$ cat src/rtl/pwm_duty_meter.sv
`default_nettype none
// ============================================================================
// Module      : pwm_duty_meter
// Description : Receive-side PWM duty meter for the R/G/B channels. Each
//               asynchronous pin is synchronised and its on-time counted
//               over a free-running window of PWM_INTERVAL clocks. The three
//               counts, plus a per-channel "level changed" flag, are
//               presented through a valid/ready handshake.
// Ports       : clk                   - system clock
//               rst_n                 - synchronous active-low reset
//               pwm_r/pwm_g/pwm_b     - asynchronous PWM pins
//               duty_r/duty_g/duty_b  - on-clock counts of the last window
//               edges                 - {b,g,r}: level change seen in window
//               valid / ready         - result handshake
//               overrun               - sticky: result overwritten unconsumed
// Revision    : 1.0 - initial release
// ============================================================================
module pwm_duty_meter #(
    parameter int unsigned PWM_INTERVAL = 1200,
    parameter bit          ACTIVE_LOW   = 1'b1,
    parameter int          DW           = $clog2(PWM_INTERVAL + 1)
) (
    input  logic          clk,
    input  logic          rst_n,
    input  logic          pwm_r,
    input  logic          pwm_g,
    input  logic          pwm_b,
    output logic [DW-1:0] duty_r,
    output logic [DW-1:0] duty_g,
    output logic [DW-1:0] duty_b,
    output logic [2:0]    edges,
    output logic          valid,
    input  logic          ready,
    output logic          overrun
);

    localparam int                 c_WIN_W    = $clog2(PWM_INTERVAL);
    localparam logic [c_WIN_W-1:0] c_WIN_LAST = c_WIN_W'(PWM_INTERVAL - 1);

    // Channel index 0 = R, 1 = G, 2 = B throughout.
    logic [2:0]          r_sync1;
    logic [2:0]          r_sync2;
    logic [2:0]          r_prev;
    logic [2:0]          r_edge_acc;
    logic [c_WIN_W-1:0]  r_win_cnt;
    logic [2:0][DW-1:0]  r_acc;
    logic                r_primed;

    logic [2:0]          w_on;
    logic [2:0]          w_chg;
    logic [2:0]          w_edges_new;
    logic [2:0][DW-1:0]  w_sum;
    logic                w_win_end;

    assign w_on        = r_sync2 ^ {3{ACTIVE_LOW}};
    assign w_chg       = r_sync2 ^ r_prev;
    // A change detected on the final window cycle still belongs to this window.
    assign w_edges_new = r_edge_acc | w_chg;
    assign w_win_end   = (r_win_cnt == c_WIN_LAST);

    // Running on-count including the current sample; the window sum can
    // never exceed PWM_INTERVAL, which DW is sized to hold.
    always_comb begin
        w_sum = '0;
        for (int i = 0; i < 3; i++) begin
            w_sum[i] = r_acc[i] + {{(DW-1){1'b0}}, w_on[i]};
        end
    end

    always_ff @(posedge clk) begin
        if (!rst_n) begin
            r_sync1    <= '0;
            r_sync2    <= '0;
            r_prev     <= '0;
            r_edge_acc <= '0;
            r_win_cnt  <= '0;
            r_acc      <= '0;
            r_primed   <= 1'b0;
            duty_r     <= '0;
            duty_g     <= '0;
            duty_b     <= '0;
            edges      <= '0;
            valid      <= 1'b0;
            overrun    <= 1'b0;
        end else begin
            r_sync1 <= {pwm_b, pwm_g, pwm_r};
            r_sync2 <= r_sync1;
            r_prev  <= r_sync2;

            if (w_win_end) begin
                r_win_cnt  <= '0;
                r_acc      <= '0;
                r_edge_acc <= '0;
                // First window after reset only warms up the synchroniser
                // and prev sample; its result is dropped.
                r_primed   <= 1'b1;
            end else begin
                r_win_cnt  <= r_win_cnt + 1'b1;
                r_acc      <= w_sum;
                r_edge_acc <= w_edges_new;
            end

            if (w_win_end && r_primed) begin
                duty_r <= w_sum[0];
                duty_g <= w_sum[1];
                duty_b <= w_sum[2];
                edges  <= w_edges_new;
                valid  <= 1'b1;
                // A transfer on this same cycle consumes the old result, so
                // only an unaccepted result counts as lost.
                if (valid && !ready) begin
                    overrun <= 1'b1;
                end
            end else if (valid && ready) begin
                valid <= 1'b0;
            end
        end
    end

endmodule
`default_nettype wire

$ cat config.mk
export PLATFORM = sky130hd
export DESIGN_NAME = pwm_duty_meter
export DESIGN_NICKNAME = d
export VERILOG_FILES = /design/src/rtl/pwm_duty_meter.sv
export SDC_FILE = /design/constraint.sdc
export NUM_CORES = 1
export LEC_CHECK = 0
export ABC_AREA = 1
export CELL_PAD_IN_SITES_DETAIL_PLACEMENT = 1
export CELL_PAD_IN_SITES_GLOBAL_PLACEMENT = 2
export CORE_UTILIZATION = 28
export CTS_CLUSTER_DIAMETER = 30
export DETAILED_ROUTE_END_ITERATION = 10
export MAX_ROUTING_LAYER = met4
export PLACE_DENSITY = 0.82
export SLEW_MARGIN = 20
export SYNTH_ARGS = -nofsm -noshare
export SYNTH_HDL_FRONTEND = slang
export SYNTH_SLANG_ARGS = --single-unit
export TNS_END_PERCENT = 30
$ cat constraint.sdc
create_clock -name clk -period 1.4 [get_ports clk]
set_input_delay 0.28 -clock clk [delete_from_list [all_inputs] [get_ports clk]]
set_output_delay 0.28 -clock clk [all_outputs]
set_load 0.01 [all_outputs]
---- Yosys cells after proc, flatten, opt, wreduce, memory -nomap -nowiden ----
Index checks and enable logic that the tools add are counted.
W data, S select, Z words.
storage, ports and cells
  flip-flop bits (word level) ............. 95
  bits of input ports ..................... 6
  output and inout bits ................... 38
operators by class
  add/subtract/negate cells ............... 4
  eq/ne operators ......................... 1
  muxes and demuxes ....................... 2
  bitwise operators ....................... 4
  reduce and logical (&&, ||, !) cells .... 7
operators by type and width
  kind                     count
  $add A11 B1 Y11          3
  $add A11 B1 Y11 const B  1
  $eq A11 B11 Y1 const B   1
  $logic_and A1 B1 Y1      3
  $not A3 Y3               1
  $or A3 B3 Y3             1
  $xor A3 B3 Y3            1
  $mux W1                  2
  $reduce_and A2 Y1        1
  $reduce_bool A2 Y1       1
  $reduce_or A2 Y1         1
  $logic_not A1 Y1         1
  $not A1 Y1               1

---- Depth between registers and ports, before layout ----
  depth in word-level cells ............... 3
  gate-level depth with buffers ........... 10
  gate-level depth less buffers ........... 10

---- Least setup slack after synthesis ----
OpenSTA, ideal clock, no wires.
  kind .................................... reg-to-reg
  start ................................... reg r_sync2[2]
  end ..................................... reg duty_b[8]
  setup time .............................. 113 ps
  data arrival time ....................... 1346 ps
  required time ........................... 1287 ps
  slack ................................... -59 ps
  cell stages (with the launch flop) ...... 11
  path through ............................ dfxtp_1 -> inv_1 -> ha_1 -> ha_1 -> nand3_1 -> nor2_1 -> nand2_1 -> nand2_1 -> nand2_1 -> nor2_1 -> nor2_1
between the ends
  longest elaborated chain between the ends .. 2
RTL lines
  what                         RTL line  source
  start, declared              42        logic [2:0] r_sync2;
  start signal, assigned       87        r_sync2 <= r_sync1;
  $not A3 Y3 (no source line)  n/a
  $add A11 B1 Y11              66        w_sum[i] = r_acc[i] + {{(DW-1){1'b0}}, w_on[i]};
  end signal, assigned         106       duty_b <= w_sum[2];
  end, declared                30        output logic [DW-1:0] duty_b,
No other way between the ends.
A chain may end at the register's enable or synchronous reset.

---- Final worst setup path ----
  start ................................... reg r_sync2[2]
  end ..................................... reg duty_b[10]
Same word-level chain as after synthesis.

==> metrics.md <==
| Metric | Value |
|---|---|
| Most common cell on crit path | `nand2_1` |
| Most numerous cell in the Yosys netlist | `nand2_1` |
| Ratio of total power to cell area | `1030 nW/µm²` |
| First-iteration detailed-routing DRC count | `128` |
| Wire length per cell | `12.4 µm` |
| Maximum frequency from static timing analysis | `712 MHz` |
| Standard-cell rows | `43` |
| I/O Pins | `44` |
| Critical path capture point type | `register` |
| Minimum period implied by the final worst setup slack | `1.40 ns` |
| Primary FF master, synth | `dfxtp_1` |
| Final weighted congestion in routability-driven placement | `0.754` |
| Net total in the final layout | `668` |
| Worst-margin pin slew | `0.292 ns` |
| Number of flip-flops and latches in the synthesized netlist | `95` |
| DRT Pass-1 Iters | `4` |
| DR DRC count | `0` |
| Total of warnings raised by yosys | `0` |
| Proportion of layout cells with a drive suffix above 1 | `16.1%` |
| DR vias/cell | `4.32` |
| Total track usage | `15.5%` |
| TritonCTS clock tree | `done` |
| Critical setup path kind | `register to register` |
| Die height | `123 µm` |
| Worst Path Max Fanout | `5` |
| Routed wire length | `10.5 mm` |
| Total number of vias | `3625` |
| CTS Hold Buffers Added | `0` |
| Cell count after synthesis | `578` |
| Final ANT Viol Nets | `0` |
| Worst-case clock buffer depth | `2` |
| Setup crit start kind | `register` |
| Die width | `123 µm` |
| CORE AREA | `14000 µm²` |
| Antenna fix cells | `0` |
| Netlist Area Pre-Place | `4090 µm²` |
| Result of the run | `finished, violations left` |
| Post-synthesis average cell area | `7.07 µm²` |
| Post-layout worst setup margin | `-0.00471 ns` |
| IO Port Bufs | `43` |
| Antenna violations before repair | `0` |
| Kind of path behind the tightest hold check | `input port to register` |
| Sequential area share after synthesis | `46.5%` |
| Top cell type's share of synthesized area | `46.5%` |
| Max Clock Skew | `0.00910 ns` |
| Cell at the root of the clock tree | `clkbuf_16` |
| Worst-skew pair later-pin latency | `0.35 ns` |
| Biggest area consumer among synthesized cells | `dfxtp_1` |
| Fillers | `1729` |
| Count of distinct cell types in the synthesized netlist | `27` |
| Synthesis-to-layout area growth | `35.2%` |
| Critical path's slowest cell | `dfxtp_2` |
| Worst max-slew margin expressed relative to the limit | `80.4%` |
| Violations in the final reports | `negative setup slack` |
| Leading post-synthesis cells by cell area | `dfxtp_1 47%, nand2_1 14%, nor2_1 10%, inv_1 8.9%, a21oi_1 2.9%` |
| Maximum number of pins on one net before global-route repair | `32` |
| Maximum ir drop on the vdd rail | `0.000535 V` |
| Number of pins exceeding their max-slew limit in the final report | `0` |
| Leakage component of the power | `2.73 nW` |
| Tcrit/Tclk final | `100%` |
| Endpoint required time on the critical path | `1.65 ns` |
| Inserted Clock Buffers | `9` |
| Dpl ws | `-0.173 ns` |
| Vias in the first global route | `3797` |
| Number of H-tree branching levels | `3` |
| Clock-pin slew of the registers on the worst-case setup and hold paths | `0.07 ns` |
| Aggregate negative setup slack | `-0.00471 ns` |
| Post-detailed-placement half-perimeter wirelength | `7.30 mm` |
| Async set or reset register ratio after synthesis | `0%` |
| Max-cap viol count | `0` |
| Net count after synthesis | `591` |
| Number of hold-slack violations in the final timing report | `0` |
| Count of flip-flops with a built-in enable after synthesis | `0` |
| Fin Hold WS | `0.420 ns` |
| Starting Density | `29.1%` |
| RSZ-0062 raised after global routing | `yes` |
| Final setup violation count | `1` |
| Die ar. | `15100 µm²` |
| Global-route wire length before repair | `17.4 mm` |
| Overall overflow remaining after global route | `0` |
| Crit path cell chain | `inv_2 > ha_4 > ha_4 > nand3_4 > nor2_4 > nand2_1 > nand2_1 > nand2_1 > nor2_1 > nor2_1` |
| Leading post-synthesis cells by instance count | `154 x nand2_1, 114 x nor2_1, 97 x inv_1` |
| Biggest cell delay along the critical path | `0.33 ns` |
| Clock net sink count | `95` |
| Arrival @ worst endpoint | `1.66 ns` |
[logic make-up after synthesis]
group	Yosys count	synth area share [%]
and+or+nand+nor	310	31.5
buffers and inverters	115	11.8
DFF	95	46.5
AOI/OAI and AO/OA	35	4.71
xor gates and xnor gates	16	3.43
adders and majority gates	7	2.14
[cell usage in the layout, fill, tap and decap left out, types with 3 or more instances in the layout]
master           netlist  layout
xor2_1                12       8
nand2_2                1       4
o21bai_4               0       3
dfxtp_2                0       4
nor2_1               114     104
nor2_4                 1       4
nand2_1              154     150
inv_2                  2       5
buf_12                 0       3
clkbuf_16              0      10
xor2_2                 0       4
buf_4                  4      33
nand3b_1              12      12
nand4_1                3       3
and3_1                 4       4
clkdlybuf4s50_1        0       4
a21oi_1               24      23
nand3_1               15      12
dfxtp_1               95      91
clkinv_4               0       3
ha_4                   0       7
nor2_2                 0       7
inv_1                 97      94
dlygate4sd2_1          0      38
nand3_4                1       4
[routing by layer]
metal	up-vias	share of wire [%]	global-route usage, %	routed length (µm)
met2	35	53	28.1	5530
li1	1870	-	-	-
met3	13	1.9	2.51	199
met1	1707	43	16.4	4550
met4	0	1.7	6.63	179
met5	-	0	-	0
[where the power goes]
part / total, W / internal, W / switching (W)
clock: 0.00256 / 0.00145 / 0.00111
sequential: 0.00280 / 0.00275 / 0.0000471
combinational: 0.000322 / 0.000157 / 0.000165
[final cells by class]
cell class                      count  area, µm²  area share (%)
Multi-Input combinational cell    368       1980            35.9
Clock buffer                       11        243            4.39
Sequential cell                    95       1910            34.5
Timing Repair Buffer               82        733            13.3
Inverter                           99        372            6.72
Clock inverter                      5       65.1            1.18
Tap cell                          180        225            4.07
[worst max-delay path: cells and delay by family (launching register included)]
family,cells,cell delay (ns)
and+or+nand+nor,7,0.61
buffers and inverters,1,0.07
adders and majority gates,2,0.28
DFF,1,0.33
[worst paths after layout]
path	from	to	slack (ns)	cells after the start
worst min register to register	r_sync1[0]$_SDFF_PN0_	r_sync2[0]$_SDFF_PN0_	0.43	2
worst min-delay path	rst_n	r_sync1[0]$_SDFF_PN0_	0.42	4
worst max register to register	r_sync2[2]$_SDFF_PN0_	duty_b[10]$_SDFFE_PN0P_	-0.005	10
worst max-delay path	r_sync2[2]$_SDFF_PN0_	duty_b[10]$_SDFFE_PN0P_	-0.005	10
[registers in the layout (all words and copies together), names as in the netlist, 11 cells and up]
register and flops:
duty_b 11, duty_g 11, duty_r 11, r_win_cnt 11, r_acc 33
[repair_timing]
| action | in CTS | in global routing |
|---|---|---|
| gates resized for setup | 71 | 30 |
| setup buffers | 4 | 1 |
| endpoints found under the setup margin | 123 | 79 |
| pin swaps | 10 | 8 |
| hold endpoints to repair | 0 | 0 |
| gates cloned | 0 | 1 |
[metrics by stage]
step           utilization [%]  cell area [µm²]  std cells  power [W]
2_1_floorplan                -             4090        578    0.00299
3_3_place_gp              35.0             4910        818    0.00308
3_5_place_dp              35.0             4910        818    0.00310
4_1_cts                   38.1             5350        838    0.00573
5_1_grt                   39.4             5530        840    0.00594
6_report                  39.4             5530        840    0.00569
(Power assumes the default switching activity.)
